**src/rtl/raster_pkg.sv**
```systemverilog
// Shared definitions for the 8x8 raster sequencer: opcodes, FSM states, grid geometry.
// The optional command queue is selected by the RASTER_CMDQ_EN macro.
package raster_pkg;

  localparam int GRID   = 8;
  localparam int ADDR_W = 6;

  localparam logic [2:0] LAST_IDX = 3'(GRID - 1);

  localparam logic [1:0] CMD_CLEAR = 2'b00;
  localparam logic [1:0] CMD_SET   = 2'b01;
  localparam logic [1:0] CMD_HLINE = 2'b10;
  localparam logic [1:0] CMD_VLINE = 2'b11;

  typedef enum logic {
    ST_IDLE = 1'b0,
    ST_DRAW = 1'b1
  } state_t;

  // Bit order matches the 8-bit queue entry {cmd, x, y}.
  typedef struct packed {
    logic [1:0] op;
    logic [2:0] x;
    logic [2:0] y;
  } cmd_t;

  function automatic logic [ADDR_W-1:0] start_addr(input cmd_t c);
    return (c.op == CMD_CLEAR) ? '0 : {c.y, c.x};
  endfunction

endpackage

```
**src/rtl/raster_cmd_fifo.sv**
```systemverilog
// Small register FIFO holding pending raster commands; combinational head output.
// Only instantiated when RASTER_CMDQ_EN is defined.
module raster_cmd_fifo #(
  parameter int DEPTH = 2,
  parameter int WIDTH = 8
) (
  input  logic             clk,
  input  logic             rst_n,
  input  logic             push,
  input  logic [WIDTH-1:0] din,
  input  logic             pop,
  output logic [WIDTH-1:0] dout,
  output logic             empty,
  output logic             full
);

  localparam int PW = (DEPTH > 1) ? $clog2(DEPTH) : 1;
  localparam int CW = $clog2(DEPTH + 1);

  logic [WIDTH-1:0] mem_reg [DEPTH];
  logic [PW-1:0]    rd_ptr_reg;
  logic [PW-1:0]    wr_ptr_reg;
  logic [CW-1:0]    count_reg;

  function automatic logic [PW-1:0] ptr_inc(input logic [PW-1:0] p);
    return (p == PW'(DEPTH - 1)) ? '0 : p + PW'(1);
  endfunction

  assign empty = (count_reg == '0);
  assign full  = (count_reg == CW'(DEPTH));
  assign dout  = mem_reg[rd_ptr_reg];

  // A push into a full FIFO is legal only alongside a pop; the caller guarantees that.
  always_ff @(posedge clk or negedge rst_n) begin
    if (!rst_n) begin
      rd_ptr_reg <= '0;
      wr_ptr_reg <= '0;
      count_reg  <= '0;
      for (int i = 0; i < DEPTH; i++) begin
        mem_reg[i] <= '0;
      end
    end else begin
      if (push) begin
        mem_reg[wr_ptr_reg] <= din;
        wr_ptr_reg          <= ptr_inc(wr_ptr_reg);
      end
      if (pop) begin
        rd_ptr_reg <= ptr_inc(rd_ptr_reg);
      end
      case ({push, pop})
        2'b10:   count_reg <= count_reg + CW'(1);
        2'b01:   count_reg <= count_reg - CW'(1);
        default: count_reg <= count_reg;
      endcase
    end
  end

endmodule

```
**src/rtl/raster_sequencer.sv**
```systemverilog
// Turns CLEAR/SET/HLINE/VLINE commands into one framebuffer write per cycle on an 8x8 grid.
// Define RASTER_CMDQ_EN to queue commands arriving while busy instead of dropping them.
module raster_sequencer
  import raster_pkg::*;
#(
  parameter logic CLEAR_VAL = 1'b0,
  parameter int   QDEPTH    = 2
) (
  input  logic              clk,
  input  logic              rst_n,
  input  logic              cmd_valid,
  input  logic [1:0]        cmd,
  input  logic [2:0]        cmd_x,
  input  logic [2:0]        cmd_y,
  output logic              fb_we,
  output logic [ADDR_W-1:0] fb_addr,
  output logic              fb_wdata,
  output logic              busy,
  output logic              done,
  output logic              cmd_drop
);

  state_t            state_reg;
  logic [1:0]        op_reg;
  cmd_t              in_cmd;
  cmd_t              start_cmd;
  logic              idle;
  logic              start;
  logic              drop_next;
  logic              last_write;
  logic [ADDR_W-1:0] addr_next;

  assign in_cmd = cmd_t'({cmd, cmd_x, cmd_y});
  assign idle   = (state_reg == ST_IDLE);

`ifdef RASTER_CMDQ_EN
  logic q_empty;
  logic q_full;
  logic q_push;
  logic q_pop;
  logic push_req;
  cmd_t q_head;

  // Anything arriving while busy, or behind already-queued work, goes through the queue.
  always_comb begin
    push_req  = cmd_valid && (busy || !q_empty);
    q_pop     = idle && !q_empty;
    q_push    = push_req && (!q_full || q_pop);
    drop_next = push_req && q_full && !q_pop;
    start     = idle && (!q_empty || cmd_valid);
    start_cmd = q_empty ? in_cmd : q_head;
  end

  raster_cmd_fifo #(
    .DEPTH (QDEPTH),
    .WIDTH (8)
  ) u_cmd_fifo (
    .clk   (clk),
    .rst_n (rst_n),
    .push  (q_push),
    .din   (in_cmd),
    .pop   (q_pop),
    .dout  (q_head),
    .empty (q_empty),
    .full  (q_full)
  );
`else
  always_comb begin
    start     = idle && cmd_valid;
    start_cmd = in_cmd;
    drop_next = cmd_valid && busy;
  end

  // QDEPTH only sizes the command queue, which this build does not have.
  if (QDEPTH < 1) begin : g_qdepth_unused
  end
`endif

  // fb_addr doubles as the draw position: row in [5:3], column in [2:0].
  always_comb begin
    last_write = 1'b1;
    addr_next  = fb_addr;
    case (op_reg)
      CMD_CLEAR: begin
        last_write = &fb_addr;
        addr_next  = fb_addr + ADDR_W'(1);
      end
      CMD_HLINE: begin
        last_write = (fb_addr[2:0] == LAST_IDX);
        addr_next  = {fb_addr[5:3], fb_addr[2:0] + 3'd1};
      end
      CMD_VLINE: begin
        last_write = (fb_addr[5:3] == LAST_IDX);
        addr_next  = {fb_addr[5:3] + 3'd1, fb_addr[2:0]};
      end
      default: begin
        last_write = 1'b1;
        addr_next  = fb_addr;
      end
    endcase
  end

  always_ff @(posedge clk or negedge rst_n) begin
    if (!rst_n) begin
      state_reg <= ST_IDLE;
      op_reg    <= CMD_CLEAR;
      fb_we     <= 1'b0;
      fb_addr   <= '0;
      fb_wdata  <= 1'b0;
      busy      <= 1'b0;
      done      <= 1'b0;
      cmd_drop  <= 1'b0;
    end else begin
      done     <= 1'b0;
      cmd_drop <= drop_next;
      case (state_reg)
        ST_IDLE: begin
          if (start) begin
            state_reg <= ST_DRAW;
            op_reg    <= start_cmd.op;
            fb_we     <= 1'b1;
            busy      <= 1'b1;
            fb_addr   <= start_addr(start_cmd);
            fb_wdata  <= (start_cmd.op == CMD_CLEAR) ? CLEAR_VAL : 1'b1;
          end
        end
        ST_DRAW: begin
          if (last_write) begin
            state_reg <= ST_IDLE;
            fb_we     <= 1'b0;
            busy      <= 1'b0;
            done      <= 1'b1;
          end else begin
            fb_addr <= addr_next;
          end
        end
        default: state_reg <= ST_IDLE;
      endcase
    end
  end

endmodule

```
**config.mk**
```make
export PLATFORM = sky130hd
export DESIGN_NAME = raster_sequencer
export DESIGN_NICKNAME = d
export VERILOG_FILES = /design/src/rtl/raster_pkg.sv /design/src/rtl/raster_cmd_fifo.sv /design/src/rtl/raster_sequencer.sv
export SDC_FILE = /design/constraint.sdc
export NUM_CORES = 1
export LEC_CHECK = 0
export CAP_MARGIN = 25
export CORE_MARGIN = 8
export CORE_UTILIZATION = 49
export CTS_CLUSTER_SIZE = 14
export DETAILED_ROUTE_END_ITERATION = 10
export HOLD_SLACK_MARGIN = 0.05
export PLACE_DENSITY = 0.82
export SETUP_SLACK_MARGIN = 0.4
export SKIP_CTS_REPAIR_TIMING = 1
export SYNTH_ARGS = -nofsm -noshare
export SYNTH_HDL_FRONTEND = slang
export SYNTH_SLANG_ARGS = --single-unit
```
**constraint.sdc**
```tcl
create_clock -name clk -period 2.7 [get_ports clk]
set_input_delay 0.27 -clock clk [delete_from_list [all_inputs] [get_ports clk]]
set_output_delay 0.27 -clock clk [all_outputs]
set_load 0.02 [all_outputs]
```
Word level (Yosys, flattened, before mapping)

Index checks and enable logic that the tools add are counted.

Flip-flop bits (word level): 13
Bits of input ports: 11
Output and inout bits: 11
Logic and storage cells: 47

$add $sub $neg: 3
Equality and inequality tests: 11
Muxes and demuxes: 15
Bitwise gates (word level): 1
Reduce and logical (&&, ||, !) cells: 9

Operators with widths:

| cell                  | count |
|---|---|
| $mux W6               | 3 |
| $pmux W6 S3           | 1 |
| $pmux W6 S2           | 1 |
| $reduce_and A4 Y1     | 2 |
| $mux W1               | 7 |
| $add A3 B1 Y3 const B | 2 |
| $add A6 B1 Y6 const B | 1 |
| $eq A3 B3 Y1 const B  | 2 |
| $ne A2 B2 Y1 const B  | 3 |
| $ne A3 B1 Y1 const B  | 2 |
| $reduce_and A6 Y1     | 1 |
| $eq A2 B2 Y1 const B  | 2 |
| $logic_not A2 Y1      | 2 |
| $ne A2 B1 Y1 const B  | 2 |
| $pmux W1 S2           | 2 |
| $reduce_and A2 Y1     | 2 |
| $pmux W1 S3           | 1 |
| $logic_and A1 B1 Y1   | 2 |
| $not A1 Y1            | 1 |

Depth between registers and ports, before layout

Gate-level depths: netlist (run 1).

Depth in word-level cells: 4
Mapped depth: 5
Mapped depth without buffers: 5

Worst setup path before layout (run 1)

Ideal clock, no wire load.

Path type: reg2reg
From: register fb_addr[0]
To: register fb_addr[2]
Library setup time: 127 ps
Arrival time: 1,675 ps
Data required time: 2,573 ps
Slack: 898 ps
Stages on the path, launching flop included: 6
Buffers on the path: 0
Clock period less this slack: 1,802 ps
Cells stage by stage: dfrtp_1 > ha_1 > and3_2 > a22oi_2 > a21oi_1 > o32a_2

Longest elaborated chain between the ends: 4
Elaborated cells between the ends (all ways): 10
Those cells by class: 2 x add/sub; 2 x eq/ne; 4 x mux; 2 x reduce/logical

Ends and longest elaborated chain:

| item                                             | RTL line                | text |
|---|---|---|
| start: declaration                               | raster_sequencer.sv:16  | `output logic [ADDR_W-1:0] fb_addr,` |
| start signal: assignment                         | raster_sequencer.sv:123 | `fb_addr <= start_addr(start_cmd);` |
| start signal: assignment                         | raster_sequencer.sv:134 | `fb_addr <= addr_next;` |
| $add A6 B1 Y6, or another cell as far along      | raster_sequencer.sv:86  | `addr_next = fb_addr + ADDR_W'(1);` |
| $pmux W6 S3 or $pmux W1 S3 (tied branches)       | raster_sequencer.sv:83  | `case (op_reg)` |
| $mux W6 or $ne A2 B2 Y1 (tied branches)          | --                      |  |
| $pmux W6 S2 or $reduce_and A4 Y1 (tied branches) | --                      |  |

Parallel ways exist; a longest one is shown, timed or not. The select of a mux whose other input is x is not followed.
A chain may end at the register's enable or synchronous reset.

Worst setup path in the final report (run 1)

From: register fb_addr[1]
To: register fb_addr[5]

Longest elaborated chain between the ends: 4
Elaborated cells between the ends (all ways): 9
Those cells by class: 1 x add/sub; 2 x eq/ne; 4 x mux; 2 x reduce/logical

Ends and longest elaborated chain:

| item                                             | RTL line |
|---|---|
| $add A6 B1 Y6, or another cell as far along      | raster_sequencer.sv:86 |
| $pmux W6 S3 or $pmux W1 S3 (tied branches)       | raster_sequencer.sv:83 |
| $mux W6 or $ne A2 B2 Y1 (tied branches)          | -- |
| $pmux W6 S2 or $reduce_and A4 Y1 (tied branches) | -- |

Parallel ways exist; a longest one is shown, timed or not. The select of a mux whose other input is x is not followed.

==> results of run 1 <==
[cell families (layout without fill, tap and decap cells)]
group           after synthesis  in the layout
flops                        13             13
compound gates               27             27
buf+inv                       6             28
mux                           6              6
fa+ha+maj                     2              2
simple gates                 21             21
[through the flow]
step | power (W) | instance area, sq um | cells
after floorplan | 0.000901 | 785 | 75
after global placement | 0.00113 | 1000 | 109
after detailed placement | 0.00115 | 1000 | 109
after CTS | 0.00127 | 1030 | 113
after global routing | 0.00137 | 1030 | 113
final | 0.00127 | 1030 | 113
[worst max-delay path: cells and delay by family, from the launching register on]
kind,cells,cell delay (ns)
and+or+nand+nor,1,0.22
muxes,1,0.39
adders and majority gates,1,0.25
DFF,1,0.43
AOI/OAI and AO/OA,2,0.46
[path summary, 6_finish.rpt]
kind | end | slack [ns] | cells past startpoint
setup reg to reg | fb_addr[5]$_DFFE_PN0P_ | 0.85 | 5
hold reg to reg | cmd_drop$_DFF_PN0_ | 0.53 | 1
min in group clk | cmd_drop$_DFF_PN0_ | 0.53 | 1
setup / recovery | fb_addr[5]$_DFFE_PN0P_ | 0.85 | 5
hold / removal | op_reg[0]$_DFFE_PN0P_ | 0.34 | 1
max in group asynchronous | fb_addr[0]$_DFFE_PN0P_ | 1.98 | 1
[layer usage]
metal	vias up	global-route usage	wire (microns)
li1	328	-	-
met1	327	0.138	775
met2	41	0.189	889
met3	6	0.0594	202
met4	0	0.0584	38
met5	-	0	0
[power by group]
part	total (W)	internal (W)	leakage, nW	switching (W)
sequential	0.000418	0.000282	0.158	0.000136
clock	0.000122	0.0000550	0.0177	0.0000673
combinational	0.000734	0.000396	0.255	0.000339
total	0.00127	0.000732	0.431	0.000542
[final cells by class]
type                            instances  area share
Sequential cell                        13       0.316
Clock inverter                          1     0.00487
Timing Repair Buffer                   22       0.212
Tap cell                               16      0.0195
Multi-Input combinational cell         56       0.418
Inverter                                2     0.00730
Clock buffer                            3      0.0219
[cells in the final DEF (no fill, tap or decap), types with 2 or more instances in the layout]
cell type,count
a21boi_0,2
a21oi_1,4
dfrtp_1,13
inv_1,2
o21ai_0,4
nor2_1,6
nor2b_1,3
a32oi_1,2
clkbuf_4,3
nand2_1,4
clkdlybuf4s50_1,21
a32o_1,2
mux2_2,4
ha_1,2
==> flow_summary.toml, run 1 <==
[yosys]
yosysWarningCount = 0
yosysUniqueCellTypes = 38
synth_edf_count = 0
syn-instance-count = 75
ys_top_cells_by_area = "dfrtp_1 (41%), mux2_2 (5.7%), ha_1 (3.2%)"
avgSynthCellArea_sq_um = 10.5
synthXorXnorAreaFrac = 0
synthArstFlopShare = 1.00
synth_top_family_by_area = "compound AO/OA/AOI/OAI gates"
synth_flop_cell = "dfrtp_1"
synthAdderAreaFrac = 0.0319
yosys.area.top_type_share = 0.415
synth-simple-area-share = 0.148
yosys.area.top_type = "dfrtp_1"
ys_seq_area_frac = 0.415
synth_compound_area_frac = 0.279
synth_mux_area_frac = 0.0893
netlist_area_sq_um = 785
synth_commonest_cells = "dfrtp_1 (13), nor2_1 (6)"
synth.most_common_cell = "dfrtp_1"
syn_nets = 88
yosys_register_bits = 13

[timing]
finalCritPeriodShare = 0.685
worst_slew_pin_slew_ns = 0.556
fin_worst_skew_ns = 0.0138
tns_ns = 0
slew_violations = 0
fmax_mhz = 540
fin_crit_ns = 1.85
finalHoldViolations = 0
setup_slack_ns = 0.849
setup_violations = 0
slew_headroom = 0.628
rsz0062_at_grt = "no"
fin_hold_ws_ns = 0.335

[finish]
largest_reg_flops = 6
nFillCells = 115
seqCellArea_sq_um = 325
multi_input_area_sq_um = 430
post_route_cells_drive_above_1_share = 0.206
finish.utilization = 0.683
nets = 111
diodes = 0
syn2layout_area_growth_pct = 31.1

[global_route]
grt_usage = 0.123
grt_pass1_vias = 698
antenna_found_initial = 0
grt_pass1_wl_microns = 3220
grt_max_degree = 14
grt_overflow = 0

[placement]
pre_cts_ws_ns = 0.867
io_buffers = 21
dp_hpwl_microns = 1420
gp_congestion = 0.801

[routing]
wl_per_cell_microns = 16.9
antenna_left = 0
vias = 702
via_per_inst = 6.21
drc = 0
firstDrtPassIters = 4
drt_wl_total_microns = 1910
drtIter0Drc = 32

[setup_path]
cp.required_ns = 2.88
startpoint = "fb_addr[1]$_DFFE_PN0P_"
critPathMaxFanout = 5
worstPathCellList = "ha_1, and3_2, a22oi_2, o22ai_1, mux2_2"
slowest_stage = "dfrtp_1"
cp-start-kind = "register"
max_stage_delay_ns = 0.43
critical_path_class = "register to register"
crit_arrival_ns = 2.03
end_kind = "register"
regToRegStartpoint = "fb_addr[1]$_DFFE_PN0P_"

[die]
die_h_microns = 56.0
die_area_sq_um = 3140
dieWidth_microns = 56.0
start_util = 0.521
coreArea_sq_um = 1510
num_rows = 14
ioPinCount = 22

[clock_network]
cts_tree = "done"
clock_latency_ns = 0.28
htree_levels = 1
cts_inserted_buffers = 3
clkTransAtPathRegs_ns = 0.09
clock_path_buffers = 2
clock-sinks = 13
cts_root_buf = "clkbuf_4"

[power_and_ir_drop]
power_leakage_nw = 0.431
power.density_nw_per_um2 = 1240
ir_drop_v = 0.000642

[run]
maxCapViolCount = 0

[status]
status = "finished, final reports clean"

[worst_hold_path]
hold_class = "primary input to async pin"
Power figures use the tool's default switching activity.
==> inputs of run 2 (changes only) <==
- CORE_ASPECT_RATIO: not set -> 1.4
- CORE_UTILIZATION: 49 -> 41
- PLACE_DENSITY: 0.82 -> 0.73
- clock period: 2.7 -> 1.6 ns (I/O delays scaled with it)
==> run 2 against run 1 <==
  * The flow now finishes with violations (setup timing)
  * Design area increased by 23%
  * Maximum frequency increased by 11%
  * Setup slack got worse by 0.92 ns
  * Critical endpoint is now fb_addr[2]$_DFFE_PN0P_
  * First-iteration DRC count decreased by 25%
  * Clock-buffer cell count increased by 1
  * Critical path type unchanged
==> flow_summary.toml, run 2 (synthesized netlist as in run 1, its figures left out) <==
[placement]
gp_congestion = 0.846
dp_hpwl_microns = 1690
pre_cts_ws_ns = -0.0761
io_buffers = 21
placed_cell_area_sq_um = 1160

[timing]
fin_worst_skew_ns = 0.00504
worst_slew_pin_slew_ns = 0.574
rsz0062_at_grt = "yes"
slew_violations = 0
fmax_mhz = 597
finalCritPeriodShare = 1.05
slew_headroom = 0.616
fin_crit_ns = 1.67
setup_violations = 4
setup_slack_ns = -0.0739
finalHoldViolations = 0

[clock_network]
clock_path_buffers = 2
cts_inserted_buffers = 3
cts_tree = "done"
clock-sinks = 13
clkTransAtPathRegs_ns = 0.08
htree_levels = 1
cts_root_buf = "clkbuf_4"
clock_latency_ns = 0.27

[worst_hold_path]
hold_class = "primary input to async pin"

[routing]
drc = 0
drtIter0Drc = 24
firstDrtPassIters = 4
via_per_inst = 5.66
wl_per_cell_microns = 16.5
antenna_left = 0
vias = 793
drt_wl_total_microns = 2310

[die]
die_h_microns = 67.8
die_area_sq_um = 3590
coreArea_sq_um = 1780
dieWidth_microns = 53.0
ioPinCount = 22
start_util = 0.441
num_rows = 18

[finish]
diodes = 0
final_common_cell = "buf_4"
nFillCells = 137
finish.utilization = 0.711
largest_reg_flops = 6
seqCellArea_sq_um = 332
multi_input_area_sq_um = 474
final_cell_mix = "buf_4 (22), clkdlybuf4s50_1 (10), dfrtp_1 (8)"
post_route_cells_drive_above_1_share = 0.475
syn2layout_area_growth_pct = 61.2
nets = 134
design_area_sq_um = 1260

[setup_path]
end_kind = "register"
cp-start-kind = "register"
critPathMaxFanout = 4
cp.required_ns = 1.76
r2r_cells = 5
crit_arrival_ns = 1.83
rrSetupSlack_ns = -0.07
critical_path_class = "register to register"
regToRegStartpoint = "fb_addr[0]$_DFFE_PN0P_"
timing.rr.end = "fb_addr[2]$_DFFE_PN0P_"

[power_and_ir_drop]
power.density_nw_per_um2 = 2050
power_w = 0.00260
power_leakage_nw = 0.624
ir_drop_v = 0.00141

[status]
violations = "setup timing"
status = "finished, violations left"

[global_route]
grt_pass1_wl_microns = 3320
grt_pass1_vias = 763
grt_overflow = 0
antenna_found_initial = 0
grt_max_degree = 14
grt_usage = 0.125

[run]
maxCapViolCount = 0
-- run 2: cell types whose count changed in the layout (fill, tap and decap cells not counted), moves of 3 or more --
| cell | change |
|---|---|
| buf_4 | +21 |
| clkdlybuf4s50_1 | -11 |
| dlymetal6s2s_1 | +6 |
| dfrtp_1 | -5 |
| dfrtp_2 | +5 |
| buf_6 | +4 |
| clkbuf_2 | +3 |
-- run 2: worst max path at each step --
stage	depth (start not counted)	end	startpoint
2_1_floorplan	5	fb_addr[1]$_DFFE_PN0P_	fb_addr[1]$_DFFE_PN0P_
3_3_place_gp	5	fb_addr[1]$_DFFE_PN0P_	cmd_valid
3_5_place_dp	5	fb_addr[4]$_DFFE_PN0P_	fb_addr[0]$_DFFE_PN0P_
4_1_cts	5	fb_addr[4]$_DFFE_PN0P_	fb_addr[0]$_DFFE_PN0P_
5_1_grt	5	fb_addr[2]$_DFFE_PN0P_	op_reg[1]$_DFFE_PN0P_
6_report	5	fb_addr[2]$_DFFE_PN0P_	fb_addr[0]$_DFFE_PN0P_
-- run 2: final cells by class --
class | count | area share
Clock buffer | 4 | 0.0208
Inverter | 2 | 0.00593
Multi-Input combinational cell | 56 | 0.375
Sequential cell | 13 | 0.262
Tap cell | 20 | 0.0198
Timing Repair Buffer | 45 | 0.317
-- run 2: layer usage --
metal | part of all wire | routed length, microns | up-vias | global-route usage
li1 | - | - | 378 | -
met1 | 0.40 | 928 | 382 | 0.128
met2 | 0.51 | 1190 | 25 | 0.210
met3 | 0.049 | 113 | 8 | 0.0264
met4 | 0.033 | 77 | 0 | 0.0974
met5 | 0 | 0 | - | 0
-- run 2: stage by stage --
stage                     cells  setup TNS, ns  hold WS, ns
after floorplan              75         -0.143       -0.136
after global placement      130        -0.0650        0.516
after detailed placement    130         -0.258        0.523
after CTS                   134         -0.378        0.266
after global routing        140         -0.565        0.305
final                       140         -0.214        0.250
-- run 2: worst max-delay path: stages (launching register included) --
cell and delay [ns]:
dfrtp_2 0.44, ha_4 0.17, and3_4 0.18, a22oi_2 0.27, a21oi_2 0.11, o32a_2 0.39
-- run 2: power by group --
| group | leakage (nW) | total [W] | switching, W | internal (W) |
|---|---|---|---|---|
| Combinational | 0.457 | 0.00171 | 0.000745 | 0.000968 |
| Clock | 0.0150 | 0.000198 | 0.000102 | 0.0000965 |
| Sequential | 0.152 | 0.000684 | 0.000196 | 0.000488 |
